File: src/rtl/fifo2wb_pkg.sv
// Shared types and Wishbone constants for the FIFO-to-Wishbone write master.
package fifo2wb_pkg;

    typedef enum logic [2:0] {
        IDLE,
        FETCH,
        REQ,
        BACKOFF,
        DONE
    } state_e;

    localparam logic [2:0]  WB_CTI_CLASSIC = 3'b000;
    localparam logic [1:0]  WB_BTE_LINEAR  = 2'b00;
    localparam logic [3:0]  WB_SEL_ALL     = 4'hF;
    localparam logic [31:0] ADDR_STEP      = 32'd4;

endpackage

File: src/rtl/fifo2wb_watchdog.sv
// Cycle counter that flags when a bus request has been outstanding for LIMIT cycles.
module fifo2wb_watchdog #(
    parameter int LIMIT = 255
) (
    input  logic wb_clk_i,
    input  logic rst,
    input  logic clr_i,
    input  logic en_i,
    output logic expire_o
);

    localparam logic [7:0] LAST = 8'(LIMIT - 1);

    logic [7:0] cnt_q;
    logic [7:0] cnt_d;

    always_comb begin
        cnt_d = cnt_q;
        if (clr_i) begin
            cnt_d = 8'd0;
        end else if (en_i && (cnt_q != 8'hFF)) begin
            cnt_d = cnt_q + 8'd1;
        end
    end

    always_ff @(posedge wb_clk_i or negedge rst) begin
        if (!rst) begin
            cnt_q <= 8'd0;
        end else begin
            cnt_q <= cnt_d;
        end
    end

    // Counter holds the number of completed REQ cycles, so the Nth cycle expires.
    assign expire_o = en_i && (cnt_q == LAST);

endmodule

File: src/rtl/fifo2wb_master.sv
// Drains a FWFT FIFO into single-word Wishbone classic write cycles (simple DMA).
module fifo2wb_master
    import fifo2wb_pkg::*;
#(
    parameter int FT_DATA_WIDTH  = 32,
    parameter int LEN_WIDTH      = 16,
    parameter int TIMEOUT_CYCLES = 255,
    parameter int RETRY_MAX      = 3
) (
    input  logic                     wb_clk_i,
    input  logic                     rst,
    input  logic                     start_i,
    input  logic                     abort_i,
    input  logic [31:0]              base_adr_i,
    input  logic [LEN_WIDTH-1:0]     len_i,
    input  logic                     addr_inc_i,
    output logic                     busy_o,
    output logic                     done_o,
    output logic                     error_o,
    output logic [LEN_WIDTH-1:0]     words_done_o,
    output logic                     fifoin_clk_o,
    input  logic [FT_DATA_WIDTH-1:0] fifoin_data_i,
    input  logic                     fifoin_empty_i,
    output logic                     fifoin_rd_o,
    output logic [31:0]              wb_adr_o,
    output logic [31:0]              wb_dat_o,
    output logic                     wb_we_o,
    output logic [3:0]               wb_sel_o,
    output logic                     wb_cyc_o,
    output logic                     wb_stb_o,
    output logic [2:0]               wb_cti_o,
    output logic [1:0]               wb_bte_o,
    output logic                     wb_lock_o,
    input  logic                     wb_ack_i,
    input  logic                     wb_err_i,
    input  logic                     wb_rty_i
);

    localparam logic [7:0] RETRY_LIM = 8'(RETRY_MAX);

    state_e                   state_q, state_d;
    logic [LEN_WIDTH-1:0]     len_q, len_d;
    logic [LEN_WIDTH-1:0]     words_q, words_d;
    logic [31:0]              adr_q, adr_d;
    logic [FT_DATA_WIDTH-1:0] wdata_q, wdata_d;
    logic [7:0]               retry_q, retry_d;
    logic                     inc_q, inc_d;
    logic                     error_q, error_d;
    logic                     rd;
    logic                     expire;
    logic [7:0]               retry_inc;
    logic [LEN_WIDTH-1:0]     words_inc;

    logic                     cyc_q, stb_q, we_q, busy_q, done_q;
    logic [3:0]               sel_q;

    assign retry_inc = retry_q + 8'd1;
    assign words_inc = words_q + 1'b1;

    fifo2wb_watchdog #(
        .LIMIT    (TIMEOUT_CYCLES)
    ) u_watchdog (
        .wb_clk_i (wb_clk_i),
        .rst      (rst),
        .clr_i    (state_q != REQ),
        .en_i     (state_q == REQ),
        .expire_o (expire)
    );

    always_comb begin
        state_d = state_q;
        len_d   = len_q;
        words_d = words_q;
        adr_d   = adr_q;
        wdata_d = wdata_q;
        retry_d = retry_q;
        inc_d   = inc_q;
        error_d = error_q;
        rd      = 1'b0;
        case (state_q)
            IDLE: begin
                if (start_i) begin
                    if (len_i != '0) begin
                        len_d   = len_i;
                        inc_d   = addr_inc_i;
                        adr_d   = {base_adr_i[31:2], 2'b00};
                        words_d = '0;
                        error_d = 1'b0;
                        state_d = FETCH;
                    end else begin
                        state_d = DONE;
                    end
                end
            end
            FETCH: begin
                if (abort_i) begin
                    state_d = DONE;
                end else if (!fifoin_empty_i) begin
                    rd      = 1'b1;
                    wdata_d = fifoin_data_i;
                    retry_d = 8'd0;
                    state_d = REQ;
                end
            end
            REQ: begin
                // err outranks a simultaneous ack: the word is not counted.
                if (wb_err_i) begin
                    error_d = 1'b1;
                    state_d = DONE;
                end else if (wb_ack_i) begin
                    words_d = words_inc;
                    if (inc_q) begin
                        adr_d = adr_q + ADDR_STEP;
                    end
                    state_d = ((words_inc == len_q) || abort_i) ? DONE : FETCH;
                end else if (wb_rty_i) begin
                    retry_d = retry_inc;
                    if (retry_inc > RETRY_LIM) begin
                        error_d = 1'b1;
                        state_d = DONE;
                    end else begin
                        state_d = BACKOFF;
                    end
                end else if (expire) begin
                    error_d = 1'b1;
                    state_d = DONE;
                end
            end
            BACKOFF: state_d = REQ;
            DONE:    state_d = IDLE;
            default: state_d = IDLE;
        endcase
    end

    // Bus and status outputs are registered from the next state, so they track state_q.
    always_ff @(posedge wb_clk_i or negedge rst) begin
        if (!rst) begin
            state_q <= IDLE;
            len_q   <= '0;
            words_q <= '0;
            adr_q   <= 32'd0;
            wdata_q <= '0;
            retry_q <= 8'd0;
            inc_q   <= 1'b0;
            error_q <= 1'b0;
            cyc_q   <= 1'b0;
            stb_q   <= 1'b0;
            we_q    <= 1'b0;
            sel_q   <= 4'h0;
            busy_q  <= 1'b0;
            done_q  <= 1'b0;
        end else begin
            state_q <= state_d;
            len_q   <= len_d;
            words_q <= words_d;
            adr_q   <= adr_d;
            wdata_q <= wdata_d;
            retry_q <= retry_d;
            inc_q   <= inc_d;
            error_q <= error_d;
            cyc_q   <= (state_d == REQ);
            stb_q   <= (state_d == REQ);
            we_q    <= (state_d == REQ);
            sel_q   <= (state_d == REQ) ? WB_SEL_ALL : 4'h0;
            busy_q  <= (state_d != IDLE);
            done_q  <= (state_d == DONE);
        end
    end

    assign fifoin_clk_o = wb_clk_i;
    assign fifoin_rd_o  = rd;
    assign busy_o       = busy_q;
    assign done_o       = done_q;
    assign error_o      = error_q;
    assign words_done_o = words_q;
    assign wb_adr_o     = adr_q;
    assign wb_dat_o     = wdata_q;
    assign wb_we_o      = we_q;
    assign wb_sel_o     = sel_q;
    assign wb_cyc_o     = cyc_q;
    assign wb_stb_o     = stb_q;
    assign wb_cti_o     = WB_CTI_CLASSIC;
    assign wb_bte_o     = WB_BTE_LINEAR;
    assign wb_lock_o    = 1'b0;

endmodule

File: config.mk
export PLATFORM = sky130hd
export DESIGN_NAME = fifo2wb_master
export DESIGN_NICKNAME = d
export VERILOG_FILES = /design/src/rtl/fifo2wb_pkg.sv /design/src/rtl/fifo2wb_watchdog.sv /design/src/rtl/fifo2wb_master.sv
export SDC_FILE = /design/constraint.sdc
export NUM_CORES = 1
export LEC_CHECK = 0
export CORE_ASPECT_RATIO = 1.1
export CORE_MARGIN = 4
export CORE_UTILIZATION = 45
export DETAILED_ROUTE_END_ITERATION = 10
export GPL_TIMING_DRIVEN = 0
export PLACE_DENSITY_LB_ADDON = 0.05
export SYNTH_ARGS = -nofsm -noshare
export SYNTH_HDL_FRONTEND = slang
export SYNTH_SLANG_ARGS = --single-unit
File: constraint.sdc
create_clock -name wb_clk_i -period 5.9 [get_ports wb_clk_i]
set_input_delay 1.18 -clock wb_clk_i [delete_from_list [all_inputs] [get_ports wb_clk_i]]
set_output_delay 1.18 -clock wb_clk_i [all_outputs]
set_load 0.05 [all_outputs]
# Word-level counts from Yosys, hierarchy flattened
# Cells that the tools add are included.
[classes]
n_reduce_logical = 15
addsub = 4
mux = 42
bitwise = 2
n_eq_ne = 21
n_lt_le_gt_ge = 1
[ops]
columns = ["operator", "count"]
rows = [
  ["32-bit two-way mux", 5],
  ["16-bit two-way mux", 4],
  ["32-bit one-hot mux with 2 select lines", 1],
  ["8-bit two-way mux", 7],
  ["32-bit by 3-bit adder with 32-bit output, second input constant", 1],
  ["16-bit one-hot mux with 2 select lines", 1],
  ["3-bit two-way mux", 10],
  ["2-bit != test, second input constant", 9],
  ["6-bit AND reduction", 3],
  ["16-bit by 1-bit adder with 16-bit output, second input constant", 1],
  ["8-bit by 1-bit adder with 8-bit output, second input constant", 2],
  ["16-bit equality test", 1],
  ["8-bit one-hot mux with 2 select lines", 1],
  ["16-bit nonzero test", 1],
  ["3-bit one-hot mux with 4 select lines", 1],
  ["1-bit two-way mux", 10],
  ["3-bit by 2-bit equality test with 1-bit output, second input constant", 3],
  ["8-bit equality test, second input constant", 1],
  ["8-bit by 2-bit greater-than comparator with 1-bit output, second input constant", 1],
  ["4-bit != test, second input constant", 2],
  ["8-bit != test, second input constant", 1],
  ["3-bit AND reduction", 2],
  ["2-bit nonzero test", 3],
  ["5-bit AND reduction", 1],
  ["11 further kinds", 13],
]
[word_totals]
reg_bits = 124
in_bits = 89
elab_cells = 98

# Depth between registers and ports, before layout
[depth]
word_depth = 9
ltp_mapped = 9

# Modules after synthesis
# Synthesis repeated with hierarchy kept, for this count alone.
[hier_totals]
cells_unflattened = 730
area_unflattened_um2 = 6478.7
[modules_own_cells]
columns = ["module", "cells_per_inst", "instances", "seq_area_each_um2", "area_each_um2"]
rows = [
  ["fifo2wb_master", 679, 1, 2752.6, 5978.2],
  ["fifo2wb_watchdog", 51, 1, 200.2, 500.5],
]

==> metrics.yaml <==
outcome:
  outcome: "completed"
final_layout:
  antennaDiodeCount: 0
  area_growth_pct: 41.5
  fillers: 1239
  drive_gt1_share_pct: 10.6
  finalCoreUtilization_pct: 64.9
  final_net_count: 1063
flow_run:
  maxCapViolations: 0
routing:
  top_layer: "met5"
  wl_met3_microns: 1250
  wire_per_inst_microns: 16.9
  firstDrtPassIters: 5
  ant_nets: 0
  dr_wl_met2_microns: 10100
  avgViaCountPerCell: 5.48
  drc: 0
  via_count: 6428
  drt_iter0_drc: 506
  met1Wirelength_microns: 8090
  wl_microns: 19800
worst_setup_path:
  path_cells: "clkbuf_16 > clkbuf_16 > buf_4 > clkdlybuf4s50_1"
  critPathBufInv: 4
  worstPathMaxFanout: 2
  crit_family: "buffers and inverters"
  cpMostUsedCell: "clkbuf_16"
  slowest_stage: "clkdlybuf4s50_1"
  crit_path_end_kind: "primary output"
  critPathKind: "clock port to primary output"
  cpPeakStageDelay_ns: 0.69
  cp.required_ns: 4.72
  start_kind: "clock port"
  cp.arrival_ns: 4.00
logic_synthesis:
  syn_area_sq_um: 6630
  synth.top_cells.by_area: "dfrtp_1 45%, nand2_1 8.7%, a21oi_1 4.4%"
  synth_top_family_by_area: "simple AND/OR/NAND/NOR gates"
  ys_ff_latch: 118
  synth.top_cell.area_share_pct: 44.5
  ys_warn_count: 0
  yosysUniqueCellTypes: 72
  yosys-top-cells-count: "154 x nand2_1, 118 x dfrtp_1, 58 x a21oi_1, 58 x o21ai_0, 48 x nor2_1"
  synth_mux_area_share_pct: 3.51
  yosys.area_share.adder_pct: 1.32
  synth_most_common_cell: "nand2_1"
  synth_top_cell_by_area: "dfrtp_1"
  synth_compound_area_share_pct: 17.8
  netlist_instances: 761
  yosys.area_share.simple_pct: 23.9
  synth_flop_cell: "dfrtp_1"
  synth-edff-count: 0
  async_flop_share_pct: 100
  seq_area_frac_synth_pct: 44.5
  postSynthAreaPerCell_sq_um: 8.71
  synth-xor-area-share_pct: 2.72
grt:
  antenna_found_initial: 1
  grt_pass1_wl_microns: 32100
  grt_overflow_total: 0
  first_global_vias: 6523
  track_usage_pct: 24.3
  grt_start_max_net_pins: 77
floorplanning:
  die_w_microns: 124
  core-area_sq_um: 14400
  die_h_microns: 135
  dieArea_sq_um: 16700
  start_util_pct: 45.9
  ioPinCount: 187
  rows: 46
cts:
  insertion_delay_ns: 0.53
  cts_resized: 0
  cts_hold_buf: 0
  clk_pin_slew_ns: 0.06
  postCtsSetupBuffers: 0
  cts_tree: "done"
pwr:
  cellPowerDensity_nw_per_um2: 487
  p_leak_nw: 3.99
  ir_drop_v: 0.000302
placement:
  gp_congestion: 0.883
  pre_cts_ws_ns: 0.979
  port_buffers: 176
  dpl.hpwl_microns: 14600
worst_hold_path:
  min_path_type: "register to register"
sta:
  setup_ws_ns: 0.716
  grt_setup_unrepaired: "false"
  worst_pin_slew_ns: 0.765
  finalSetupViolations: 0
  slew_headroom_pct: 48.6
  skew_ns: 0.00631
  hold_viol: 0
  final-max-slew-violation-count: 0
==> cells by family after synthesis <==
kind of cell | count (synthesis)
and+or+nand+nor | 323
muxes | 21
DFF | 118
buffers and inverters | 76
AOI/OAI and AO/OA | 196
xor gates and xnor gates | 19
other | 1
adders and majority gates | 7
==> sequential cells by signal, indices dropped and copies added (netlist names) <==
register          count
inc_q                 1
wb_dat_o             32
wb_sel_o              1
len_q                16
busy_o                1
words_done_o         16
error_o               1
u_watchdog.cnt_q      8
state_q               3
wb_adr_o             30
retry_q               8
done_o                1
==> power by group <==
part	internal (mW)	switching, mW
registers	1.09	0.255
clock network	0.783	0.434
logic	0.702	1.30
total	2.57	1.99
==> stage by stage <==
step           cell area [sq um]  hold slack [ns]  power (mW)  cells  TNS (ns)
6_report                    9380            0.473        4.56   1172         0
3_3_place_gp                8660            0.459        3.37   1136   -139.08
5_1_grt                     9380            0.494        4.79   1172         0
4_1_cts                     9380            0.475        4.60   1172         0
2_1_floorplan               6660            0.458        2.66    768         0
3_5_place_dp                8690            0.462        3.41   1137         0
==> worst register-to-register path: stages (launching register included) <==
cell	delay, ns
dfrtp_1	0.52
ha_1	0.21
buf_4	0.16
nand3_2	0.12
nor3_1	0.44
a31oi_1	0.18
nor4_2	0.38
a41oi_1	0.18
or3_1	0.39
or3_1	0.31
==> layout make-up <==
type | instances | area (sq um) | area share, %
Buffer | 60 | 348 | 3.71
Clock buffer | 22 | 524 | 5.59
Clock inverter | 14 | 178 | 1.89
Inverter | 16 | 60.1 | 0.640
Multi-Input combinational cell | 574 | 3300 | 35.1
Sequential cell | 118 | 2950 | 31.5
Tap cell | 192 | 240 | 2.56
Timing Repair Buffer | 176 | 1780 | 19.0
==> placed cells by master (no fill, tap or decap), types with 10 or more instances in the layout <==
| master | instances |
|---|---|
| mux2_2 | 18 |
| nand2_1 | 154 |
| xnor2_1 | 11 |
| o31ai_1 | 10 |
| a21oi_1 | 58 |
| and3_1 | 11 |
| dfrtp_1 | 118 |
| nand3_1 | 26 |
| clkbuf_16 | 20 |
| nor3_1 | 13 |
| nor2_1 | 48 |
| clkbuf_1 | 26 |
| o21ai_0 | 58 |
| buf_4 | 18 |
| o22ai_1 | 18 |
| nand4_1 | 14 |
| inv_1 | 16 |
| a31oi_1 | 10 |
| clkdlybuf4s50_1 | 175 |
==> worst paths after layout <==
path | start | cells past startpoint | slack, ns | to
hold reg to reg | wb_dat_o[18]$_DFFE_PN0P_ | 2 | 0.47 | wb_dat_o[18]$_DFFE_PN0P_
min in group asynchronous | rst | 1 | 0.56 | wb_dat_o[15]$_DFFE_PN0P_
max in group asynchronous | rst | 2 | 4.60 | words_done_o[8]$_DFFE_PN0P_
setup reg to reg | words_done_o[1]$_DFFE_PN0P_ | 9 | 2.90 | busy_o$_DFF_PN0_
setup / recovery | wb_clk_i | 4 | 0.72 | fifoin_clk_o
hold / removal | wb_dat_o[18]$_DFFE_PN0P_ | 2 | 0.47 | wb_dat_o[18]$_DFFE_PN0P_
==> per-layer routing <==
metal / up-vias / track usage, %
met5: - / 0
met4: 2 / 10.5
met3: 33 / 6.22
met2: 224 / 40.5
met1: 3064 / 29.5
li1: 3105 / -
Note: power is estimated with default switching activity, not from simulation.
